<file path="config.mk">
export PLATFORM = sky130hd
export DESIGN_NAME = instr_decode
export DESIGN_NICKNAME = d
export VERILOG_FILES = /design/src/rtl/core_pkg.sv /design/src/rtl/instr_decode_imm_gen.sv /design/src/rtl/instr_decode.sv
export SDC_FILE = /design/constraint.sdc
export NUM_CORES = 1
export LEC_CHECK = 0
export CORE_MARGIN = 1.5
export CORE_UTILIZATION = 45
export CTS_BUF_LIST = sky130_fd_sc_hd__clkbuf_8 sky130_fd_sc_hd__clkbuf_16
export DETAILED_ROUTE_END_ITERATION = 6
export PLACE_DENSITY = 0.91
export SYNTH_ARGS = -nofsm -noshare
export SYNTH_HDL_FRONTEND = slang
export SYNTH_SLANG_ARGS = --single-unit
</file>
<file path="constraint.sdc">
create_clock -name clk -period 8.76 [get_ports clk]
set_input_delay 1.314 -clock clk [delete_from_list [all_inputs] [get_ports clk]]
set_output_delay 1.314 -clock clk [all_outputs]
set_load 0.01 [all_outputs]
</file>
<file path="src/rtl/core_pkg.sv">
// core_pkg: types and constants shared by the decode stage.
//   opclass_t   - decoded operation class driven on out_op
//   OPC_*       - RV32I major opcodes (instr[6:0])
//   dec_state_t - decode sequencer states
package core_pkg;

  typedef enum logic [3:0] {
    LUI     = 4'd0,
    AUIPC   = 4'd1,
    JAL     = 4'd2,
    JALR    = 4'd3,
    BRANCH  = 4'd4,
    LOAD    = 4'd5,
    STORE   = 4'd6,
    OPIMM   = 4'd7,
    OP      = 4'd8,
    SYSTEM  = 4'd9,
    ILLEGAL = 4'd10
  } opclass_t;

  localparam logic [6:0] OPC_LUI    = 7'b0110111;
  localparam logic [6:0] OPC_AUIPC  = 7'b0010111;
  localparam logic [6:0] OPC_JAL    = 7'b1101111;
  localparam logic [6:0] OPC_JALR   = 7'b1100111;
  localparam logic [6:0] OPC_BRANCH = 7'b1100011;
  localparam logic [6:0] OPC_LOAD   = 7'b0000011;
  localparam logic [6:0] OPC_STORE  = 7'b0100011;
  localparam logic [6:0] OPC_OPIMM  = 7'b0010011;
  localparam logic [6:0] OPC_OP     = 7'b0110011;
  localparam logic [6:0] OPC_SYSTEM = 7'b1110011;

  // RD0/RD1 cover the register file's two registered read stages.
  typedef enum logic [2:0] {
    IDLE = 3'd0,
    RD0  = 3'd1,
    RD1  = 3'd2,
    CAP  = 3'd3,
    OUT  = 3'd4
  } dec_state_t;

endpackage

</file>
<file path="src/rtl/instr_decode_imm_gen.sv">
// imm_gen: purely combinational classifier / immediate generator.
//   instr   in  32  raw RV32I instruction word
//   op      out     op class (ILLEGAL for unknown encodings)
//   imm     out 32  sign-extended immediate (0 for OP, SYSTEM, ILLEGAL)
//   illegal out 1   unrecognised encoding
module imm_gen
  import core_pkg::*;
(
  input  logic [31:0] instr,
  output opclass_t    op,
  output logic [31:0] imm,
  output logic        illegal
);

  logic [31:0] imm_i;
  logic [31:0] imm_s;
  logic [31:0] imm_b;
  logic [31:0] imm_u;
  logic [31:0] imm_j;

  assign imm_i = {{20{instr[31]}}, instr[31:20]};
  assign imm_s = {{20{instr[31]}}, instr[31:25], instr[11:7]};
  assign imm_b = {{19{instr[31]}}, instr[31], instr[7], instr[30:25], instr[11:8], 1'b0};
  assign imm_u = {instr[31:12], 12'b0};
  assign imm_j = {{11{instr[31]}}, instr[31], instr[19:12], instr[20], instr[30:21], 1'b0};

  always_comb begin
    op      = ILLEGAL;
    imm     = '0;
    illegal = 1'b1;
    // Compressed / non-32-bit encodings fall through as illegal.
    if (instr[1:0] == 2'b11) begin
      illegal = 1'b0;
      case (instr[6:0])
        OPC_LUI:    begin op = LUI;    imm = imm_u; end
        OPC_AUIPC:  begin op = AUIPC;  imm = imm_u; end
        OPC_JAL:    begin op = JAL;    imm = imm_j; end
        OPC_JALR:   begin op = JALR;   imm = imm_i; end
        OPC_BRANCH: begin op = BRANCH; imm = imm_b; end
        OPC_LOAD:   begin op = LOAD;   imm = imm_i; end
        OPC_STORE:  begin op = STORE;  imm = imm_s; end
        OPC_OPIMM:  begin op = OPIMM;  imm = imm_i; end
        OPC_OP:     begin op = OP;     end
        OPC_SYSTEM: begin op = SYSTEM; end
        default:    begin illegal = 1'b1; end
      endcase
    end
  end

endmodule

</file>
<file path="src/rtl/instr_decode.sv">
// instr_decode: decode stage between fetch and execute.
//   clk, rst                  core clock, asynchronous active-high reset
//   instr_valid/instr_ready   fetch handshake (ready only in IDLE)
//   instr, pc                 instruction word and its address
//   rf_rs1, rf_rs2            register file read addresses
//   rf_rs1v, rf_rs2v          register file read data (2-cycle latency)
//   out_valid/out_ready       execute handshake
//   out_*                     decoded bundle, held stable while in OUT
module instr_decode
  import core_pkg::*;
(
  input  logic        clk,
  input  logic        rst,
  input  logic        instr_valid,
  output logic        instr_ready,
  input  logic [31:0] instr,
  input  logic [31:0] pc,
  output logic [4:0]  rf_rs1,
  output logic [4:0]  rf_rs2,
  input  logic [31:0] rf_rs1v,
  input  logic [31:0] rf_rs2v,
  output logic        out_valid,
  input  logic        out_ready,
  output logic [31:0] out_pc,
  output logic [3:0]  out_op,
  output logic [2:0]  out_funct3,
  output logic        out_funct7b5,
  output logic [4:0]  out_rd,
  output logic [31:0] out_rs1v,
  output logic [31:0] out_rs2v,
  output logic [31:0] out_imm,
  output logic        out_illegal
);

  dec_state_t  state_reg;
  dec_state_t  state_next;

  logic [31:0] instr_reg;
  logic [31:0] pc_reg;

  opclass_t    gen_op;
  logic [31:0] gen_imm;
  logic        gen_illegal;

  opclass_t    out_op_reg;
  logic [31:0] out_pc_reg;
  logic [2:0]  out_funct3_reg;
  logic        out_funct7b5_reg;
  logic [4:0]  out_rd_reg;
  logic [31:0] out_rs1v_reg;
  logic [31:0] out_rs2v_reg;
  logic [31:0] out_imm_reg;
  logic        out_illegal_reg;

  imm_gen u_imm_gen (
    .instr   (instr_reg),
    .op      (gen_op),
    .imm     (gen_imm),
    .illegal (gen_illegal)
  );

  // instr_reg only changes in IDLE, so the addresses stay put RD0..CAP.
  assign rf_rs1 = instr_reg[19:15];
  assign rf_rs2 = instr_reg[24:20];

  always_ff @(posedge clk or posedge rst) begin
    if (rst) begin
      state_reg <= IDLE;
    end else begin
      state_reg <= state_next;
    end
  end

  always_comb begin
    state_next  = state_reg;
    instr_ready = 1'b0;
    out_valid   = 1'b0;
    case (state_reg)
      IDLE: begin
        instr_ready = 1'b1;
        if (instr_valid) state_next = RD0;
      end
      RD0: state_next = RD1;
      RD1: state_next = CAP;
      CAP: state_next = OUT;
      OUT: begin
        out_valid = 1'b1;
        if (out_ready) state_next = IDLE;
      end
      default: state_next = IDLE;
    endcase
  end

  always_ff @(posedge clk or posedge rst) begin
    if (rst) begin
      instr_reg <= '0;
      pc_reg    <= '0;
    end else if (state_reg == IDLE && instr_valid) begin
      instr_reg <= instr;
      pc_reg    <= pc;
    end
  end

  // The bundle is written only in CAP, which makes it hold through any OUT stall.
  always_ff @(posedge clk or posedge rst) begin
    if (rst) begin
      out_op_reg       <= LUI;
      out_pc_reg       <= '0;
      out_funct3_reg   <= '0;
      out_funct7b5_reg <= 1'b0;
      out_rd_reg       <= '0;
      out_rs1v_reg     <= '0;
      out_rs2v_reg     <= '0;
      out_imm_reg      <= '0;
      out_illegal_reg  <= 1'b0;
    end else if (state_reg == CAP) begin
      out_op_reg       <= gen_op;
      out_pc_reg       <= pc_reg;
      out_funct3_reg   <= instr_reg[14:12];
      out_funct7b5_reg <= instr_reg[30];
      out_rd_reg       <= instr_reg[11:7];
      out_rs1v_reg     <= rf_rs1v;
      out_rs2v_reg     <= rf_rs2v;
      out_imm_reg      <= gen_imm;
      out_illegal_reg  <= gen_illegal;
    end
  end

  assign out_op       = out_op_reg;
  assign out_pc       = out_pc_reg;
  assign out_funct3   = out_funct3_reg;
  assign out_funct7b5 = out_funct7b5_reg;
  assign out_rd       = out_rd_reg;
  assign out_rs1v     = out_rs1v_reg;
  assign out_rs2v     = out_rs2v_reg;
  assign out_imm      = out_imm_reg;
  assign out_illegal  = out_illegal_reg;

endmodule

</file>
==> results.yml, run 1 <==
clock_tree:
  cts_max_level: 1
  post_cts_buffers: 0
  clk-insertion-delay-late_ns: 0.49
  post_cts_resized: 0
  clk_path_buf_depth: 3
  clock_sinks: 209
  tritoncts: "done"
  ctsHoldBuffers: 0
  cts-root-buf: "clkbuf_16"
  path_clk_slew_ns: 0.06
  numCtsBuffers: 23
place:
  place_hpwl_mm: 15.4
  gp_congestion: 0.786
  io_buffers: 285
  place_inst: 1252
synthesis:
  synth-main-ff-cell: "dfrtp_1"
  async_flop_share: 1.00
  syn_nets: 921
  synth_area_mm2: 0.00832
  ys_ff_latch: 209
  synth.avg_cell_area_um2: 10.5
  synth_cell_types: 45
  synth_edf_count: 0
  synth_warnings: 0
  syn-instance-count: 789
  yosysSeqAreaShare: 0.629
grt:
  overflow: 0
  grt_antenna_before_repair: 0
  gr-usage-all-layers: 0.233
  grt_pass1_vias: 6729
  grt_max_degree: 129
  grt_pass1_wl_mm: 36.2
sta:
  slew_violations: 0
  rsz0062_at_grt: "false"
  fin_skew_ns: 0.00814
  finalSetupViolations: 0
  hold_viol_final: 0
  min_period_ns: 3.20
  finalCritPeriodShare: 0.365
  relSlewSlack: 0.249
  worstMarginPinSlew_ns: 1.13
  fmax_mhz: 313
  setup_tns_ns: 0
route:
  firstDrtPassIters: 5
  drt_iter0_drc: 252
  drt-total-wl_mm: 22.6
  postRouteAntennaNets: 0
  routed_via_density: 5.05
  drc: 0
  via_count: 6521
  post_drt_wl_per_cell_um: 17.5
worst_setup_path:
  slowest_stage: "clkdlybuf4s50_1"
  path_delay_family: "buffers and inverters"
  start_kind: "flop"
  crit_fanout: 6
  end_kind: "primary output"
  cp.arrival_ns: 1.88
  crit_chain: "nor3b_1 > clkdlybuf4s50_1"
  path_class: "flop to primary output"
  cp_slowest_stage_delay_ns: 0.63
  crit_buf_inv: 1
  critical_path_required_ns: 7.45
cells_and_area:
  nets: 1180
  final_cells: 1291
  drive_above_1_share: 0.0697
  syn2layout_area_growth_pct: 43.4
  diodes: 0
pwr:
  power_density_mw_per_mm2: 368
  total_power_w: 0.00439
  ir_drop_v: 0.000252
  p_leak_nw: 5.52
status:
  status: "finished, final reports clean"
floorplanning:
  initial_core_util: 0.461
  die_h_um: 139
  dieArea_mm2: 0.0193
  die_w_um: 139
  core_region_area_mm2: 0.0180
  num_io_pins: 286
  row_count: 49
job:
  drv_cap: 0
min_path:
  hold_class: "flop to flop"
==> cell usage in the layout (no fill, tap or decap), types with 3 or more instances in the layout <==
master / count
clkbuf_8: 6
a21oi_1: 5
a31oi_1: 3
mux2_2: 27
dfrtp_1: 209
nand2_1: 339
a32oi_1: 3
a211oi_1: 10
mux2_1: 36
o21ai_0: 17
inv_1: 11
clkdlybuf4s50_1: 285
a22o_1: 6
buf_4: 5
a2bb2oi_1: 4
nor2_1: 16
clkbuf_16: 23
nand3_1: 15
a221o_1: 5
==> final cells by class <==
cell class                      count  area [um2]
Clock buffer                       29         658
Clock inverter                     10        68.8
Fill cell                        1300        6100
Inverter                            5        26.3
Multi-Input combinational cell    519        2770
Sequential cell                   209        5230
Tap cell                          229         287
Timing Repair Buffer              290        2890
==> metal layers <==
layer / global-route usage / vias up / share of wire
met5: 0 / - / 0
li1: - / 3073 / -
met3: 0.0625 / 40 / 0.077
met2: 0.396 / 257 / 0.49
met1: 0.295 / 3151 / 0.41
met4: 0.0674 / 0 / 0.027
==> cells in the mapped netlist, drive strengths merged (2+ instances only) <==
master   number  area share
nand2       339        0.15
dfrtp       209        0.63
mux2         63       0.085
buf          44       0.032
nor2         18      0.0087
o21ai        17       0.010
nand3        15      0.0090
clkbuf       12      0.0054
a211oi       10      0.0090
a22o          6      0.0063
a21oi         5      0.0030
a221o         5      0.0060
inv           5      0.0023
a2bb2oi       4      0.0042
a31oi         3      0.0023
a32oi         3      0.0032
and2          3      0.0023
nor3          3      0.0024
a21o          2      0.0018
and3          2      0.0021
nor2b         2      0.0015
nor3b         2      0.0018
o22ai         2      0.0015
o311ai        2      0.0021
==> worst paths after layout <==
path	slack, ns	startpoint	endpoint	cells after the start
setup / recovery	5.56	state_reg[2]	out_valid	2
hold / removal	0.46	pc_reg[8]	out_pc[8]	2
setup reg to reg	6.03	state_reg[1]	out_imm[11]	5
hold reg to reg	0.46	pc_reg[8]	out_pc[8]	2
max in group asynchronous	5.72	rst	out_rs2v[5]	3
min in group asynchronous	1.39	rst	out_rs2v[21]	2
==> tightest hold or removal path, delay by kind of cell (launching register included) <==
kind | cells | cell delay, ns
and+or+nand+nor | 2 | 0.10
DFF | 1 | 0.33
==> metrics by stage <==
step	hold WS [ns]	utilization	setup slack, ns	instance area (um2)
2_1_floorplan	0.432	-	1.74	8320
3_3_place_gp	0.441	0.621	5.19	11200
3_5_place_dp	0.450	0.621	5.18	11200
4_1_cts	0.463	0.662	5.53	11900
5_1_grt	0.482	0.662	5.38	11900
6_report	0.460	0.662	5.56	11900
==> kinds of logic after synthesis <==
group	Yosys count	share of synthesized area
XOR/XNOR	1	0.00105
AO/OA/AOI/OAI	63	0.0543
AND/OR/NAND/NOR	392	0.191
multiplexers	63	0.0853
flip-flops	209	0.629
buffers and inverters	61	0.0394
==> where the power goes <==
part | switching [W] | internal, W | total (W) | leakage, nW
Clock | 0.000366 | 0.000553 | 0.000919 | 0.382
Combinational | 0.000835 | 0.000909 | 0.00174 | 2.55
Sequential | 0.000316 | 0.00141 | 0.00172 | 2.59
No activity file was read; power rests on OpenSTA's default activity.
==> run 2: changes to the inputs <==
==> constraint.sdc (replaced) <==
create_clock -name clk -period 3.12 [get_ports clk]
set_input_delay 0.468 -clock clk [delete_from_list [all_inputs] [get_ports clk]]
set_output_delay 0.468 -clock clk [all_outputs]
set_load 0.01 [all_outputs]
==> results.yml, run 2 (same netlist as run 1, synthesis figures left out) <==
status:
  status: "finished, final reports clean"
cells_and_area:
  final_cell_mix: "nand2_1 (339), clkdlybuf4s50_1 (285), dfrtp_1 (209), mux2_1 (36), mux2_2 (27)"
  final_cells: 1305
  final_core_util: 0.669
  syn2layout_area_growth_pct: 45.1
  final_common_cell: "nand2_1"
  drive_above_1_share: 0.0846
  diodes: 0
  nets: 1192
worst_setup_path:
  cp.arrival_ns: 1.84
  slowest_stage: "clkdlybuf4s50_1"
  regToRegStartpoint: "state_reg[2]"
  start_kind: "flop"
  crit_fanout: 6
  cp_slowest_stage_delay_ns: 0.59
  path_delay_family: "buffers and inverters"
  crit_buf_inv: 1
  path_class: "flop to primary output"
  reg2reg_to: "out_imm[19]"
  crit_chain: "nor3b_1 > clkdlybuf4s50_1"
  r2r_slack_ns: 1.07
  critical_path_required_ns: 2.65
  reg2regPathDepth: 3
  end_kind: "primary output"
floorplanning:
  die_h_um: 139
  core_region_area_mm2: 0.0180
  initial_core_util: 0.461
  num_io_pins: 286
  dieArea_mm2: 0.0193
  die_w_um: 139
  row_count: 49
clock_tree:
  tritoncts: "done"
  post_cts_resized: 0
  clock_sinks: 209
  path_clk_slew_ns: 0.06
  ctsHoldBuffers: 0
  cts_max_level: 1
  clk_path_buf_depth: 3
  post_cts_buffers: 0
  cts-root-buf: "clkbuf_16"
  numCtsBuffers: 23
  clk-insertion-delay-late_ns: 0.50
sta:
  relSlewSlack: 0.405
  slew_violations: 0
  min_period_ns: 2.31
  finalCritPeriodShare: 0.739
  hold_viol_final: 0
  fmax_mhz: 434
  worstMarginPinSlew_ns: 0.888
  fin_skew_ns: 0.0132
  rsz0062_at_grt: "false"
  layout_setup_ws_ns: 0.814
  finalSetupViolations: 0
grt:
  grt_pass1_vias: 6832
  grt_pass1_wl_mm: 36.8
  overflow: 0
  grt_max_degree: 57
  grt_antenna_before_repair: 0
  gr-usage-all-layers: 0.238
pwr:
  switchingPower_w: 0.00431
  intPower_w: 0.00807
  switching_share: 0.348
  power_density_mw_per_mm2: 1030
  total_power_w: 0.0124
  clockPowerShare: 0.209
  seq_power_share: 0.391
  ir_drop_v: 0.000724
  combPwrFrac: 0.399
  p_leak_nw: 5.59
route:
  drc: 0
  drt_iter0_drc: 302
  drt-total-wl_mm: 23.1
  routed_via_density: 5.10
  postRouteAntennaNets: 0
  via_count: 6655
  post_drt_wl_per_cell_um: 17.7
  firstDrtPassIters: 7
place:
  place_hpwl_mm: 16.4
  place_inst: 1264
  gp_congestion: 0.852
  io_buffers: 285
  dp_worst_setup_slack_ns: 0.876
min_path:
  hold_start: "pc_reg[15]"
  holdPathEnd: "out_pc[15]"
  hold_class: "flop to flop"
  holdPathStages: 2
job:
  drv_cap: 0
-- run 2: final cells by class --
cell class | count | area [um2]
clock buffer | 27 | 631
clock inverter | 14 | 98.8
fill | 1346 | 5960
inverter | 5 | 22.5
multi-input combinational | 519 | 2770
sequential | 209 | 5230
tap | 229 | 287
timing repair buffer | 302 | 3030
-- run 2: worst max-delay path by stage --
stage,start,end,slack [ns],cells past startpoint
6_report,state_reg[2],out_valid,0.81,2
5_1_grt,state_reg[2],out_valid,0.72,2
4_1_cts,state_reg[2],out_valid,0.78,2
3_5_place_dp,instr_valid,instr_reg[29],0.88,4
3_3_place_gp,instr_valid,instr_reg[27],0.93,4
2_1_floorplan,rst,instr_reg[0],-0.06,1
-- run 2: power groups by stage --
stage | combinational (W) | sequential [W] | clock [W]
floorplan | 0.00236 | 0.00494 | 0
global placement | 0.00481 | 0.00481 | 0
detailed placement | 0.00498 | 0.00487 | 0
CTS | 0.00501 | 0.00484 | 0.00266
global route | 0.00541 | 0.00500 | 0.00277
finish | 0.00495 | 0.00485 | 0.00259
-- run 2: through the flow --
step | hold slack, ns | instance area, um2 | setup TNS [ns]
after floorplan | 0.432 | 8320 | -13.00
after global placement | 0.442 | 11300 | 0
after detailed placement | 0.451 | 11300 | 0
after CTS | 0.460 | 12100 | 0
after global routing | 0.478 | 12100 | 0
final | 0.463 | 12100 | 0
-- run 2: routing by layer --
layer	track usage	wire, um	vias to the layer above
met5	0.00251	0	-
met4	0.0784	740	0
met3	0.0622	1810	50
met2	0.401	11300	276
met1	0.300	9280	3238
li1	-	-	3091
-- run 2: tightest hold or removal path: cells and delay by family (launching register included) --
| kind | cells | cell delay, ns |
|---|---|---|
| simple gates | 2 | 0.10 |
| flops | 1 | 0.34 |
